### src/rtl/sync_fifo_pkg.sv
// Shared defaults and pointer-width helper for the sync_fifo block.
// Optional occupancy output is enabled by defining SYNC_FIFO_COUNT_EN.
package sync_fifo_pkg;

  localparam int FIFO_DEPTH_DEF = 8;
  localparam int FIFO_WIDTH_DEF = 8;

  // Pointers carry one extra wrap bit above the address bits.
  function automatic int ptr_width(input int depth);
    return $clog2(depth) + 1;
  endfunction

endpackage

### src/rtl/sync_fifo_if.sv
// Producer/consumer bundle for sync_fifo; count is present only when
// SYNC_FIFO_COUNT_EN is defined.
interface sync_fifo_if
  import sync_fifo_pkg::*;
#(
  parameter int DEPTH      = FIFO_DEPTH_DEF,
  parameter int DATA_WIDTH = FIFO_WIDTH_DEF
) ();

  localparam int PTR_W = ptr_width(DEPTH);

  // Handshake: a write transfers on a rising edge where w_en=1 and full=0;
  // a read transfers on a rising edge where r_en=1 and empty=0, with the
  // word appearing on data_out after that edge. Requests against the
  // blocking flag are dropped, never queued.
  logic                  w_en;
  logic                  r_en;
  logic [DATA_WIDTH-1:0] data_in;
  logic [DATA_WIDTH-1:0] data_out;
  logic                  full;
  logic                  empty;
`ifdef SYNC_FIFO_COUNT_EN
  logic [PTR_W-1:0]      count;
`endif

`ifdef SYNC_FIFO_COUNT_EN
  modport master (output w_en, r_en, data_in, input data_out, full, empty, count);
  modport slave  (input w_en, r_en, data_in, output data_out, full, empty, count);
`else
  modport master (output w_en, r_en, data_in, input data_out, full, empty);
  modport slave  (input w_en, r_en, data_in, output data_out, full, empty);
`endif

endinterface

### src/rtl/sync_fifo_mem.sv
// DEPTH x DATA_WIDTH register array: synchronous write, addressed read.
module sync_fifo_mem
  import sync_fifo_pkg::*;
#(
  parameter int DEPTH      = FIFO_DEPTH_DEF,
  parameter int DATA_WIDTH = FIFO_WIDTH_DEF,
  parameter int AW         = $clog2(DEPTH)
) (
  input  logic                  clk,
  input  logic                  we,
  input  logic [AW-1:0]         waddr,
  input  logic [DATA_WIDTH-1:0] wdata,
  input  logic [AW-1:0]         raddr,
  output logic [DATA_WIDTH-1:0] rdata
);

  logic [DATA_WIDTH-1:0] mem [DEPTH];

  // Contents are deliberately not reset; the pointers define validity.
  always_ff @(posedge clk) begin
    if (we) mem[waddr] <= wdata;
  end

  assign rdata = mem[raddr];

endmodule

### src/rtl/sync_fifo.sv
// Single-clock FIFO with wrap-bit pointers and combinational full/empty.
// Define SYNC_FIFO_COUNT_EN to expose the occupancy on bus.count.
module sync_fifo
  import sync_fifo_pkg::*;
#(
  parameter int DEPTH      = FIFO_DEPTH_DEF,
  parameter int DATA_WIDTH = FIFO_WIDTH_DEF
) (
  input  logic        clk,
  input  logic        rst_n,
  sync_fifo_if.slave  bus
);

  localparam int PTR_W = ptr_width(DEPTH);
  localparam int AW    = PTR_W - 1;

  logic [PTR_W-1:0]      wptr;
  logic [PTR_W-1:0]      rptr;
  logic [DATA_WIDTH-1:0] data_q;
  logic [DATA_WIDTH-1:0] rd_data;
  logic                  full;
  logic                  empty;
  logic                  wr_ok;
  logic                  rd_ok;

  assign empty = (wptr == rptr);
  assign full  = (wptr[AW-1:0] == rptr[AW-1:0]) && (wptr[AW] != rptr[AW]);
  assign wr_ok = bus.w_en && !full;
  assign rd_ok = bus.r_en && !empty;

  always_ff @(posedge clk or negedge rst_n) begin
    if (!rst_n) begin
      wptr   <= '0;
      rptr   <= '0;
      data_q <= '0;
    end else begin
      if (wr_ok) wptr <= wptr + PTR_W'(1);
      if (rd_ok) begin
        rptr   <= rptr + PTR_W'(1);
        data_q <= rd_data;
      end
    end
  end

  sync_fifo_mem #(
    .DEPTH      (DEPTH),
    .DATA_WIDTH (DATA_WIDTH),
    .AW         (AW)
  ) u_mem (
    .clk   (clk),
    .we    (wr_ok),
    .waddr (wptr[AW-1:0]),
    .wdata (bus.data_in),
    .raddr (rptr[AW-1:0]),
    .rdata (rd_data)
  );

  assign bus.data_out = data_q;
  assign bus.full     = full;
  assign bus.empty    = empty;
`ifdef SYNC_FIFO_COUNT_EN
  // Modulo subtraction of the wrap-bit pointers yields 0..DEPTH directly.
  assign bus.count    = wptr - rptr;
`endif

endmodule

### src/flat_wrapper.sv
// flat-port wrapper written by rule: the top's interface ports become plain ports
module sync_fifo_flat import sync_fifo_pkg::*;
#(
  parameter int DEPTH      = FIFO_DEPTH_DEF,
  parameter int DATA_WIDTH = FIFO_WIDTH_DEF
)
  (clk, rst_n, bus_w_en, bus_r_en, bus_data_in, bus_data_out, bus_full, bus_empty);
  sync_fifo_if #(.DEPTH(DEPTH), .DATA_WIDTH(DATA_WIDTH)) bus_i ();
  input  logic clk;
  input  logic rst_n;
  input wire logic [$bits(bus_i.w_en)-1:0] bus_w_en;
  input wire logic [$bits(bus_i.r_en)-1:0] bus_r_en;
  input wire logic [$bits(bus_i.data_in)-1:0] bus_data_in;
  output wire logic [$bits(bus_i.data_out)-1:0] bus_data_out;
  output wire logic [$bits(bus_i.full)-1:0] bus_full;
  output wire logic [$bits(bus_i.empty)-1:0] bus_empty;
  assign bus_i.w_en = bus_w_en;
  assign bus_i.r_en = bus_r_en;
  assign bus_i.data_in = bus_data_in;
  assign bus_data_out = bus_i.data_out;
  assign bus_full = bus_i.full;
  assign bus_empty = bus_i.empty;
  sync_fifo #(.DEPTH(DEPTH), .DATA_WIDTH(DATA_WIDTH)) u_core (.clk(clk), .rst_n(rst_n), .bus(bus_i));
endmodule
### config.mk
export PLATFORM = sky130hd
export DESIGN_NAME = sync_fifo_flat
export DESIGN_NICKNAME = d
export VERILOG_FILES = /design/src/rtl/sync_fifo_pkg.sv /design/src/rtl/sync_fifo_if.sv /design/src/rtl/sync_fifo_mem.sv /design/src/rtl/sync_fifo.sv /design/src/flat_wrapper.sv
export SDC_FILE = /design/constraint.sdc
export NUM_CORES = 1
export LEC_CHECK = 0
export BUFFER_PORTS_ARGS = -buffer_cell sky130_fd_sc_hd__buf_2
export CAP_MARGIN = 20
export CORE_MARGIN = 5
export CORE_UTILIZATION = 48
export CTS_CLUSTER_DIAMETER = 60
export DETAILED_ROUTE_END_ITERATION = 6
export PLACE_DENSITY = 0.66
export SYNTH_ARGS = -nofsm -noshare
export SYNTH_HDL_FRONTEND = slang
export SYNTH_SLANG_ARGS = --single-unit
### constraint.sdc
create_clock -name clk -period 6.1 [get_ports clk]
set_input_delay 1.22 -clock clk [delete_from_list [all_inputs] [get_ports clk]]
set_output_delay 1.22 -clock clk [all_outputs]
set_load 0.02 [all_outputs]
Word level (Yosys, flattened, before mapping)
Memory sizes are Yosys's and may differ from the RTL's. A register that Yosys moved wholly into a read port is not among the register bits.
Cells that the tools add are included.
{ "classes": {"n_addsub": 2, "multipliers": 0, "div": 0, "order_cmp": 0, "n_eq_ne": 3, "shift": 0, "muxes": 2, "n_bitwise": 0, "n_reduce_logical": 6} }
{ "ops": {"columns": ["op", "count"], "rows": [
  ["4-bit by 1-bit adder with 4-bit output, second input constant", 2],
  ["4-bit == test", 1],
  ["3-bit == test", 1],
  ["1-bit logical AND", 3],
  ["1-bit zero test", 3],
  ["1-bit two-way mux", 2],
  ["1-bit != test", 1]
]} }
{ "totals": {"regBits": 8, "latch_bits": 0, "ram_bits": 64, "mem_bits_ro": 0, "inputBits": 12, "output_inout_bits": 10, "elab_cells": 16, "mem_count": 1} }
{ "mem_list": {"columns": ["name", "words", "width", "rd", "rd_ports_with_merged_regs", "wr", "line", "rtl"], "rows": [
  ["u_core.u_mem.mem", 8, 8, 1, 1, 1, "sync_fifo_mem.sv:17", "logic [DATA_WIDTH-1:0] mem [DEPTH];"]
]} }

Longest topological paths before layout
Gate-level depths: netlist of run 1.
{ "depth": {"ltp_word": 6, "ltp_mapped": 6, "depth_no_buf": 4} }

Modules after synthesis
A second synthesis of run 1 with hierarchy kept.
{ "unflattened": {"hier_cells": 165, "area_unflattened_um2": 3321.9} }
{ "by_module_without_submodules": {"columns": ["module", "instances", "cells_each", "area_per_inst_um2"], "rows": [
  ["sync_fifo_mem", 1, 106, 2531.2],
  ["sync_fifo", 1, 59, 790.8]
]} }

Least setup slack after synthesis of run 1
OpenSTA, ideal clock, no wires.
{ "synth_timing": {"kind": "reg2out", "startpoint": "reg u_core.wptr[0]", "endpoint": "out bus_empty", "arrival_time_ps": 1478, "slack_ps": 3402, "stages_incl_launch_ff": 5, "path_buffers": 1, "cell_sequence": "dfrtp_1 > buf_2 > xor2_1 > or2_2 > nor3_1"} }
{ "synth_via": {"elab_chain_cells": 1} }
{ "synth_lines": {"columns": ["element", "line", "rtl"], "rows": [
  ["start: declaration", "sync_fifo.sv:17", "logic [PTR_W-1:0] wptr;"],
  ["start signal: assignment", "sync_fifo.sv:37", "if (wr_ok) wptr <= wptr + PTR_W'(1);"],
  ["4-bit == test", "sync_fifo.sv:26", "assign empty = (wptr == rptr);"],
  ["end: declaration", "flat_wrapper.sv:16", "output wire logic [$bits(bus_i.empty)-1:0] bus_empty;"]
]} }
No other way between the ends.

Worst setup path after layout of run 1
{ "layout_timing": {"startpoint": "reg u_core.rptr[2]", "endpoint": "out bus_empty"} }
{ "layout_via": {"elab_chain_cells": 1} }
{ "layout_lines": {"columns": ["element", "line", "rtl"], "rows": [
  ["start: declaration", "sync_fifo.sv:18", "logic [PTR_W-1:0] rptr;"],
  ["start signal: assignment", "sync_fifo.sv:39", "rptr <= rptr + PTR_W'(1);"],
  ["4-bit == test", "sync_fifo.sv:26", null]
]} }
No other way between the ends.

==> summary.md, run 1 <==
| Metric | Value |
|---|---|
| Clk pwr share | 0.256 |
| Slowest stage delay, CP | 880 ps |
| Setup Crit Path Kind | reg2out |
| Die H | 91.5 um |
| First-pass GRT wire length | 8.58 mm |
| Num rows | 29 |
| Initial Utilization | 0.499 |
| CP endpoint kind | output port |
| Layout cells sized above 1 | 0.303 |
| Inst Count DP | 261 |
| Simple-gate share of the synthesized area | 0.0409 |
| FMAX | 294 MHz |
| Bufs and invs on worst path | 1 |
| Total power | 1.82 mW |
| Num CTS Buffers | 9 |
| Sw Pwr | 0.576 mW |
| Outcome | finished, final reports clean |
| Util after Layout | 0.566 |
| Worst setup margin | 2700 ps |
| Die area | 0.00836 mm2 |
| Largest family of logic cells by synthesized area | multiplexers |
| Largest net degree at the start of global routing | 21 |
| Final std cells w/o fill | 278 |
| Synthesized area per cell | 19.0 um2 |
| Clock slew at reported path FFs | 70 ps |
| DRT iter0 DRCs | 81 |
| Fin crit share | 0.558 |
| # setup viols final | 0 |
| PortBufs | 21 |
| Family with the most delay on the worst path | flip-flops |
| Post-Synthesis Cell Area | 0.00318 mm2 |
| Distinct cells, synth | 25 |
| Setup crit start kind | register |
| Avg WL per Cell | 19.0 um |
| Post-CTS Setup Bufs | 0 |
| Final hold vios | 0 |
| I/O pin count | 22 |
| CP max stage cell | dfrtp_1 |
| Antenna cells | 0 |
| Synthesized-area fraction occupied by adder cells | 0.00786 |
| Max Slew Vio Count | 0 |
| Vias in the first global route | 1602 |
| Total track usage | 0.138 |
| Area grow syn2layout | 13.6% |
| Syn Nets | 182 |
| Sequential power share | 0.449 |
| Post-synthesis cell count | 168 |
| Hold Crit Class | reg2reg |
| DR DRC count | 0 |
| Max-Slew Margin vs Limit | 0.371 |
| Crit-path cells | xor2_1 > or2_2 > nor3_1 > buf_2 |
| Setup TNS | 0 ps |
| P_int | 1.25 mW |
| Core ar. | 0.00639 mm2 |
| EDFF count, synth | 64 |
| Predominant post-synthesis flop cell | edfxtp_1 |
| Post-synthesis mux area share | 0.145 |
| Pwr Density | 504 mW/mm2 |
| CTS max path bufs | 2 |
| Clk_lat worst skew | 350 ps |
| Vias | 1498 |
| Final ANT Viol Nets | 0 |
| H-tree depth | 3 |
| Synth warn | 0 |
| Worst slack, placed | 3040 ps |
| Synth Register Bits | 80 |
| Post-CTS Resized | 0 |
| Via/cell ratio | 5.39 |
| Logic gate share of total power | 0.295 |
| RSZ-0062 raised after global routing | no |
| Horiz. Die Dim | 91.5 um |
| Switch share | 0.316 |
| Layout filler cell count | 469 |
| CTS tree | yes |
| Compound-Gate Fraction of Synth Area | 0.0263 |
| Total wire length | 5.29 mm |
| Grt total ovfl | 0 |
| Synth top area share | 0.604 |
| Register area share after synthesis | 0.729 |
| CTS Hold Bufs | 0 |
| Clock root buffer | clkbuf_8 |
| Post-synth top area cell | edfxtp_1 |
| Leakage power | 1.30 nW |
| Hpwl dp | 3.47 mm |
| XOR/XNOR Fraction of Synth Area | 0.0326 |
| Worst EP required | 4880 ps |
| Tmin final | 3400 ps |
| Max-cap check violation count | 0 |
| Worst Tran Pin Value | 938 ps |
| Final Skew | 13.5 ps |
| Fin nets | 210 |
| Initial antenna violation count | 0 |
| Setup slack, reg-to-reg | 3270 ps |
| Gpl congestion | 0.779 |
| CTS Sinks | 80 |
| Peak VDD IR | 0.264 mV |
| Ys async rst share | 0.200 |
| Dominant cells by area after synthesis | edfxtp_1 (60%), dfrtp_1 (13%), mux4_2 (11%) |
| First-pass DRT Iterations | 4 |
| CP arrival | 2180 ps |
| CP max FO | 19 |
==> cell type report <==
class,count,area (um2),area share
Sequential cell,80,2320,0.642
Multi-Input combinational cell,77,806,0.223
Clock buffer,11,141,0.0391
Timing Repair Buffer,25,135,0.0374
Clock inverter,5,104,0.0287
Tap cell,77,96.3,0.0266
Inverter,3,11.3,0.00311
==> power groups by stage <==
stage | Combinational [mW] | Clock (mW) | Sequential, mW
6_report | 0.538 | 0.466 | 0.818
5_1_grt | 0.592 | 0.498 | 0.836
3_5_place_dp | 0.547 | 0 | 0.833
2_1_floorplan | 0.430 | 0 | 0.804
4_1_cts | 0.549 | 0.474 | 0.821
3_3_place_gp | 0.530 | 0 | 0.825
==> worst paths after layout <==
check                                                      to  depth (start not counted)                                from
max in group asynchronous  u_core.bus.data_out[6]$_DFFE_PN0P_                          1                               rst_n
setup / recovery                                    bus_empty                          4          u_core.rptr[2]$_DFFE_PN0P_
hold reg to reg            u_core.bus.data_out[5]$_DFFE_PN0P_                          2  u_core.bus.data_out[5]$_DFFE_PN0P_
min in group asynchronous          u_core.rptr[1]$_DFFE_PN0P_                          1                               rst_n
hold / removal             u_core.bus.data_out[5]$_DFFE_PN0P_                          2  u_core.bus.data_out[5]$_DFFE_PN0P_
setup reg to reg             u_core.u_mem.mem[5][4]$_DFFE_PP_                          4          u_core.rptr[2]$_DFFE_PN0P_
==> cells in the final DEF, fill, tap and decap left out, types with 2 or more instances in the layout <==
cell,instances
mux2i_1,8
buf_2,21
nor3_1,4
nand2b_1,3
dfrtp_1,16
buf_4,3
edfxtp_1,64
mux2_1,2
ha_1,2
o21ai_0,8
nor2_1,8
bufinv_16,3
mux4_2,16
clkbuf_8,10
xnor2_1,4
xor2_1,6
nand2_1,9
inv_1,3
==> cells in the mapped netlist (2+ instances only) <==
cell and number:
o21ai_0 8, buf_2 3, buf_4 3, mux2_1 2, dfrtp_1 16, nor3_1 4
inv_1 3, mux2i_1 8, xor2_1 6, ha_1 2, nor2_1 8, nand2_1 9
nand2b_1 3, edfxtp_1 64, xnor2_1 4, mux4_2 16
==> kinds of logic (layout without fill, tap and decap cells) <==
| group | count (synthesis) | count (layout) |
|---|---|---|
| adders and majority gates | 2 | 2 |
| muxes | 26 | 26 |
| DFF | 80 | 80 |
| and+or+nand+nor | 28 | 28 |
| buffers and inverters | 11 | 44 |
| xor gates and xnor gates | 11 | 11 |
| AOI/OAI and AO/OA | 10 | 10 |
==> metrics by stage <==
stage / hold WS (ps) / cell area, um2
after floorplan: 498 / 3180
after global placement: 461 / 3360
after detailed placement: 469 / 3360
after CTS: 486 / 3610
after global routing: 537 / 3620
final: 476 / 3620
==> layer usage <==
| metal | routed length [um] | GRT usage | share of wire |
|---|---|---|---|
| met5 | 0 | 0 | 0 |
| met4 | 80 | 0.0575 | 0.015 |
| met3 | 258 | 0.0496 | 0.049 |
| met2 | 2700 | 0.217 | 0.51 |
| met1 | 2260 | 0.173 | 0.43 |
==> state kept, by name, summed over array words and instances, names as in the netlist <==
signal,cells
u_core.bus.data_out,8
u_core.rptr,4
u_core.u_mem.mem,64
u_core.wptr,4
==> tightest hold or removal path, delay by kind of cell, from the launching register on <==
kind	cells	cell delay, ps
and+or+nand+nor	1	40
DFF	1	340
AOI/OAI and AO/OA	1	50
(Power assumes the default switching activity.)
==> run 2: changes to the inputs <==
Clock period 6.1 ns to 3.3 ns, I/O delays scaled along.
==> summary.md, run 2 (synthesis results as in run 1) <==
| Metric | Value |
|---|---|
| Layout cells sized above 1 | 0.310 (was 0.303) |
| Setup Crit Path Kind | reg2out (unchanged) |
| Num rows | 29 (unchanged) |
| Outcome | finished, final reports clean (unchanged) |
| Largest net degree at the start of global routing | 20 (was 21) |
| Grt total ovfl | 0 (unchanged) |
| CTS Hold Bufs | 0 (unchanged) |
| Hpwl dp | 3.90 mm (was 3.47 mm) |
| Worst Tran Pin Value | 814 ps (was 938 ps) |
| Post-route cell area | 0.00362 mm2 (about the same) |
| Vias | 1521 (was 1498) |
| Final hold vios | 0 (unchanged) |
| RR Startpoint | u_core.rptr[0]$_DFFE_PN0P_ (was u_core.rptr[2]$_DFFE_PN0P_) |
| Gpl congestion | 0.788 (was 0.779) |
| Largest Register | u_core.u_mem.mem (unchanged) |
| Setup slack, reg-to-reg | 940 ps (was 3270 ps) |
| Final Skew | 8.70 ps (was 13.5 ps) |
| Total power | 3.38 mW (was 1.82 mW) |
| FMAX | 406 MHz |
| Worst r2r dst | u_core.u_mem.mem[3][3]$_DFFE_PP_ (was u_core.u_mem.mem[5][4]$_DFFE_PP_) |
| Max Slew Vio Count | 0 (unchanged) |
| Area grow syn2layout | 13.7% (was 13.6%) |
| Clk_lat worst skew | 340 ps (was 350 ps) |
| I/O pin count | 22 (unchanged) |
| Hold Crit Class | in2async (was reg2reg) |
| Most common cell after layout, fill and taps aside | edfxtp_1 (unchanged) |
| CP endpoint kind | output port (unchanged) |
| Commonest non-fill, non-tap cells in the layout | edfxtp_1 (64), buf_2 (21), mux4_2 (16), dfrtp_1 (16) (was edfxtp_1 (64), buf_2 (21), mux4_2 (16), dfrtp_1 (16), clkbuf_8 (10)) |
| Slowest stage delay, CP | 380 ps (was 880 ps) |
| CP max FO | 12 (was 19) |
| Leakage power | 1.31 nW (was 1.30 nW) |
| CTS max path bufs | 2 (unchanged) |
| Clock slew at reported path FFs | 80 ps (was 70 ps) |
| PortBufs | 21 (unchanged) |
| R2R depth | 5 (was 4) |
| Num CTS Buffers | 9 (unchanged) |
| Tmin final | 2470 ps |
| Avg WL per Cell | 20.0 um (was 19.0 um) |
| Max-cap check violation count | 0 (unchanged) |
| Post-CTS Resized | 0 (unchanged) |
| Clock root buffer | clkbuf_8 (unchanged) |
| Die area | 0.00836 mm2 (unchanged) |
| # setup viols final | 0 (unchanged) |
| Worst EP required | 2640 ps (was 4880 ps) |
| Total track usage | 0.145 (was 0.138) |
| Die H | 91.5 um (unchanged) |
| First-pass DRT Iterations | 4 (unchanged) |
| Fin nets | 212 (was 210) |
| Final ANT Viol Nets | 0 (unchanged) |
| Vias in the first global route | 1656 (was 1602) |
| Setup crit end | bus_full (was bus_empty) |
| DRT iter0 DRCs | 92 (was 81) |
| Horiz. Die Dim | 91.5 um (unchanged) |
| Post-CTS Setup Bufs | 0 (unchanged) |
| CP max stage cell | dfrtp_1 (unchanged) |
| Peak VDD IR | 0.608 mV (was 0.264 mV) |
| CTS tree | yes (unchanged) |
| Max reg flops | 64 (unchanged) |
| Total wire length | 5.60 mm (was 5.29 mm) |
| Initial Utilization | 0.499 (unchanged) |
| First-pass GRT wire length | 8.97 mm (was 8.58 mm) |
| Max-Slew Margin vs Limit | 0.451 (was 0.371) |
| Via/cell ratio | 5.43 (was 5.39) |
| DR DRC count | 0 (unchanged) |
| Setup TNS | 0 ps (unchanged) |
| Crit-path cells | buf_4 > xor2_1 > or2_2 > nor3_1 > buf_2 (was xor2_1 > or2_2 > nor3_1 > buf_2) |
| Antenna cells | 0 (unchanged) |
| Setup crit start kind | register (unchanged) |
| CP arrival | 1810 ps (was 2180 ps) |
| H-tree depth | 3 (unchanged) |
| Core ar. | 0.00639 mm2 (unchanged) |
| CTS Sinks | 80 (unchanged) |
| Placed cell area | 0.00339 mm2 (was 0.00336 mm2) |
| Pwr Density | 933 mW/mm2 (was 504 mW/mm2) |
| CP startpoint | u_core.rptr[0]$_DFFE_PN0P_ (was u_core.rptr[2]$_DFFE_PN0P_) |
| Fin crit share | 0.747 |
| Initial antenna violation count | 0 (unchanged) |
| RSZ-0062 raised after global routing | no (unchanged) |
run 2: cell count changes in the layout (fill, tap and decap cells not counted):
cell,previous run,this run
clkbuf_4,1,0
clkinv_2,1,2
clkinvlp_4,0,1
clkinv_4,1,0
buf_4,3,6
clkbuf_8,10,9
run 2: through the flow:
step                      hold WS [ps]  worst slack [ps]   util  std cells
after floorplan                    364              1090      -        168
after global placement             461              1030  0.530        264
after detailed placement           470               925  0.530        264
after CTS                          208               811  0.567        280
after global routing               231               691  0.567        280
final                              216               835  0.567        280
run 2: area by class of cell:
class	instances	area, um2
fill	464	2770
sequential	80	2320
timing repair buffer	27	150
multi-input combinational	77	806
clock inverter	6	108
clock buffer	10	128
tap	77	96.3
inverter	3	11.3
run 2: metal layers:
layer / share of wire / track usage
met5: 0 / 0
met4: 0.021 / 0.0733
met3: 0.038 / 0.0339
met2: 0.53 / 0.241
met1: 0.41 / 0.178
run 2: worst min-delay path by stage:
stage                                       start                                 end  cells after the start
2_1_floorplan                               rst_n  u_core.bus.data_out[0]$_DFFE_PN0P_                      0
4_1_cts                                     rst_n          u_core.wptr[3]$_DFFE_PN0P_                      1
3_5_place_dp   u_core.bus.data_out[3]$_DFFE_PN0P_  u_core.bus.data_out[3]$_DFFE_PN0P_                      2
6_report                                    rst_n          u_core.wptr[3]$_DFFE_PN0P_                      1
5_1_grt                                     rst_n          u_core.wptr[3]$_DFFE_PN0P_                      1
3_3_place_gp   u_core.bus.data_out[6]$_DFFE_PN0P_  u_core.bus.data_out[6]$_DFFE_PN0P_                      2
run 2: power by group:
group          leakage, nW  internal, mW  switching, mW
Sequential           0.772          1.33          0.116
Clock                0.116         0.500          0.331
Combinational        0.418         0.469          0.634
Total                 1.31          2.30           1.08
run 2: worst max-delay path, delay by kind of cell (launching register included):
kind | cells | cell delay (ps)
buffers and inverters | 2 | 390
flip-flops | 1 | 380
AND/OR/NAND/NOR | 2 | 470
XOR/XNOR | 1 | 230
==> run 3: changes to the inputs <==
Settings changed: ABC_AREA set to 1, PLACE_DENSITY 0.66 to 0.68.
Clock period 3.3 ns to 2.21 ns, I/O delays scaled along.
==> summary.md, run 3 <==
| Metric | Value |
|---|---|
| Core ar. | 0.00761 mm2 (was 0.00639 mm2) |
| Grt total ovfl | 0 (unchanged) |
| DR DRC count | 0 (unchanged) |
| Num rows | 32 (was 29) |
| PortBufs | 21 (unchanged) |
| Pwr Density | 1270 mW/mm2 (was 933 mW/mm2) |
| First-pass GRT wire length | 12.1 mm (was 8.97 mm) |
| Gpl congestion | 0.938 (was 0.788) |
| Clk_lat worst skew | 340 ps (about the same) |
| Synth Register Bits | 80 (unchanged) |
| Most common cell after layout, fill and taps aside | nand2_1 (was edfxtp_1) |
| CP max stage cell | dfrtp_1 (unchanged) |
| Fin Hold WS | 376 ps (was 216 ps) |
| Dominant cells by area after synthesis | edfxtp_1 (52%), nand2_1 (17%), dfrtp_1 (11%) (was edfxtp_1 (60%), dfrtp_1 (13%), mux4_2 (11%)) |
| Total wire length | 7.38 mm (was 5.60 mm) |
| Max Slew Vio Count | 0 (unchanged) |
| Outcome | finished, final reports clean (unchanged) |
| Die area | 0.00956 mm2 (was 0.00836 mm2) |
| HP Start | bus_data_in[1] |
| Most common cell in the netlist | nand2_1 (was edfxtp_1) |
| Antenna cells | 0 (unchanged) |
| Leakage power | 2.07 nW (was 1.31 nW) |
| CP max FO | 9 (was 12) |
| Vias | 2574 (was 1521) |
| R2R depth | 7 (was 5) |
| Hold Crit Class | in2reg (was in2async) |
| Post-synthesis cell count | 402 (was 168) |
| Predominant post-synthesis flop cell | edfxtp_1 (unchanged) |
| Worst r2r dst | u_core.u_mem.mem[3][0]$_DFFE_PP_ (was u_core.u_mem.mem[3][3]$_DFFE_PP_) |
| Clock root buffer | clkbuf_8 (unchanged) |
| Final hold vios | 0 (unchanged) |
| CP arrival | 1540 ps (was 1810 ps) |
| Largest net degree at the start of global routing | 34 (was 20) |
| Setup slack, reg-to-reg | 540 ps (was 940 ps) |
| Clock slew at reported path FFs | 80 ps (about the same) |
| CTS tree | yes (unchanged) |
| Hpwl dp | 5.02 mm (was 3.90 mm) |
| Family with the most delay on the worst path | flip-flops (was simple AND/OR/NAND/NOR gates) |
| Layout cells sized above 1 | 0.145 (was 0.310) |
| Layout filler cell count | 698 (was 464) |
| Register area share after synthesis | 0.628 (was 0.729) |
| Most common library cells after synthesis | nand2_1 (167), inv_1 (70), edfxtp_1 (64), nand3_1 (43), dfrtp_1 (16) (was edfxtp_1 (64), dfrtp_1 (16), mux4_2 (16), nand2_1 (9)) |
| Slowest stage delay, CP | 490 ps (was 380 ps) |
| Post-Synthesis Cell Area | 0.00370 mm2 (was 0.00318 mm2) |
| Max-cap check violation count | 0 (unchanged) |
| Hold Path End | u_core.u_mem.mem[1][1]$_DFFE_PP_ |
| I/O pin count | 22 (unchanged) |
| Area grow syn2layout | 13.1% (was 13.7%) |
| Avg WL per Cell | 13.6 um (was 20.0 um) |
| Syn Nets | 416 (was 182) |
| Ys async rst share | 0.200 (unchanged) |
| Final Skew | 10.1 ps (was 8.70 ps) |
| DRT iter0 DRCs | 117 (was 92) |
| Worst Tran Pin Value | 354 ps (was 814 ps) |
| EDFF count, synth | 64 (unchanged) |
| Distinct cells, synth | 20 (was 25) |
| Max-Slew Margin vs Limit | 0.764 (was 0.451) |
| FMAX | 504 MHz |
| Die H | 97.8 um (was 91.5 um) |
| Synth warn | 0 (unchanged) |
| Bufs and invs on worst path | 2 (unchanged) |
| Initial Utilization | 0.486 (was 0.499) |
| Synth top area share | 0.520 (was 0.604) |
| Crit-path cells | xnor2_1 > nand4_2 > inv_1 > buf_2 (was buf_4 > xor2_1 > or2_2 > nor3_1 > buf_2) |
| CP endpoint kind | output port (unchanged) |
| Tmin final | 1980 ps |
| Fin nets | 450 (was 212) |
| Commonest non-fill, non-tap cells in the layout | nand2_1 (167), inv_1 (70), edfxtp_1 (64) (was edfxtp_1 (64), buf_2 (21), mux4_2 (16), dfrtp_1 (16)) |
| Largest Register | u_core.u_mem.mem (unchanged) |
| Horiz. Die Dim | 97.8 um (was 91.5 um) |
| Peak VDD IR | 0.493 mV (was 0.608 mV) |
| Post-synth top area cell | edfxtp_1 (unchanged) |
| Vias in the first global route | 2388 (was 1656) |
| H-tree depth | 3 (unchanged) |
| Synthesized area per cell | 9.19 um2 (was 19.0 um2) |
| Final ANT Viol Nets | 0 (unchanged) |
| Setup Crit Path Kind | reg2out (unchanged) |
| Initial antenna violation count | 0 (unchanged) |
| First-pass DRT Iterations | 4 (unchanged) |
| Num CTS Buffers | 9 (unchanged) |
| Worst EP required | 1770 ps (was 2640 ps) |
| Max reg flops | 64 (unchanged) |
| Setup crit start kind | register (unchanged) |
| Worst Hold Depth | 1 |
| Total track usage | 0.164 (was 0.145) |
| Post-CTS Setup Bufs | 0 (unchanged) |
| Via/cell ratio | 4.74 (was 5.43) |
| CTS max path bufs | 2 (unchanged) |
| RR Startpoint | u_core.wptr[0]$_DFFE_PN0P_ (was u_core.rptr[0]$_DFFE_PN0P_) |
| # setup viols final | 0 (unchanged) |
| Setup TNS | 0 ps (unchanged) |
| CTS Sinks | 80 (unchanged) |
| Fin crit share | 0.898 |
| RSZ-0062 raised after global routing | no (unchanged) |
==> run 3: cell count changes after synthesis, sizes merged, moves of 5 or more <==
cell / before / now
nand3: 1 / 43
mux4: 16 / 0
o21ai: 8 / 0
mux2i: 8 / 0
nand2: 9 / 171
inv: 3 / 76
nor3: 5 / 0
==> run 3: layout make-up <==
cell class                      count  area [um2]  area share
Sequential cell                    80        2320       0.556
Multi-Input combinational cell    233        1010       0.242
Inverter                           76         288      0.0688
Timing Repair Buffer               36         220      0.0527
Tap cell                          102         128      0.0305
Clock buffer                        9         124      0.0296
Clock inverter                      7        86.3      0.0207
==> run 3: cells by family (layout without fill, tap and decap cells) <==
logic type | after synthesis | in the layout | synth area share
and+or+nand+nor | 227 | 227 | 0.258
buffers and inverters | 89 | 128 | 0.0978
DFF | 80 | 80 | 0.628
xor gates and xnor gates | 4 | 4 | 0.00948
adders and majority gates | 2 | 2 | 0.00677
==> run 3: power by group <==
group / total [mW] / internal (mW) / switching [mW]
combinational: 2.06 / 0.679 / 1.38
clock: 1.14 / 0.626 / 0.513
sequential: 2.12 / 1.94 / 0.175
==> run 3: per-stage QoR <==
stage / power (mW) / setup slack (ps) / instances / util / area [um2]
floorplan: 3.63 / 474 / 402 / - / 3700
global placement: 4.18 / 562 / 526 / 0.521 / 3960
detailed placement: 4.22 / 572 / 526 / 0.521 / 3960
CTS: 5.37 / 207 / 543 / 0.550 / 4180
global route: 5.74 / 88.8 / 543 / 0.550 / 4180
finish: 5.32 / 226 / 543 / 0.550 / 4180
==> run 3: worst max path at each step <==
stage                               start                          endpoint  slack, ps  cells after the start
2_1_floorplan  u_core.rptr[0]$_DFFE_PN0P_  u_core.u_mem.mem[4][0]$_DFFE_PP_        470                      7
3_3_place_gp   u_core.wptr[0]$_DFFE_PN0P_  u_core.u_mem.mem[3][3]$_DFFE_PP_        560                      7
3_5_place_dp   u_core.wptr[0]$_DFFE_PN0P_  u_core.u_mem.mem[3][7]$_DFFE_PP_        570                      7
4_1_cts        u_core.wptr[2]$_DFFE_PN0P_                          bus_full        210                      4
5_1_grt        u_core.wptr[2]$_DFFE_PN0P_                          bus_full         90                      4
6_report       u_core.wptr[2]$_DFFE_PN0P_                          bus_full        230                      4
==> run 3: metal layers <==
metal	GRT usage	up-vias	share of wire
li1	-	1307	-
met1	0.227	1205	0.46
met2	0.256	54	0.48
met3	0.0286	8	0.042
met4	0.0745	0	0.017
met5	0	-	0
==> run 3: what timing repair did <==
item | 4_1_cts | 5_1_grt
hold endpoints to repair | 13 | 0
endpoints found under the setup margin | 0 | 0
resized for setup | 0 | 0
hold buffers | 1 | 0
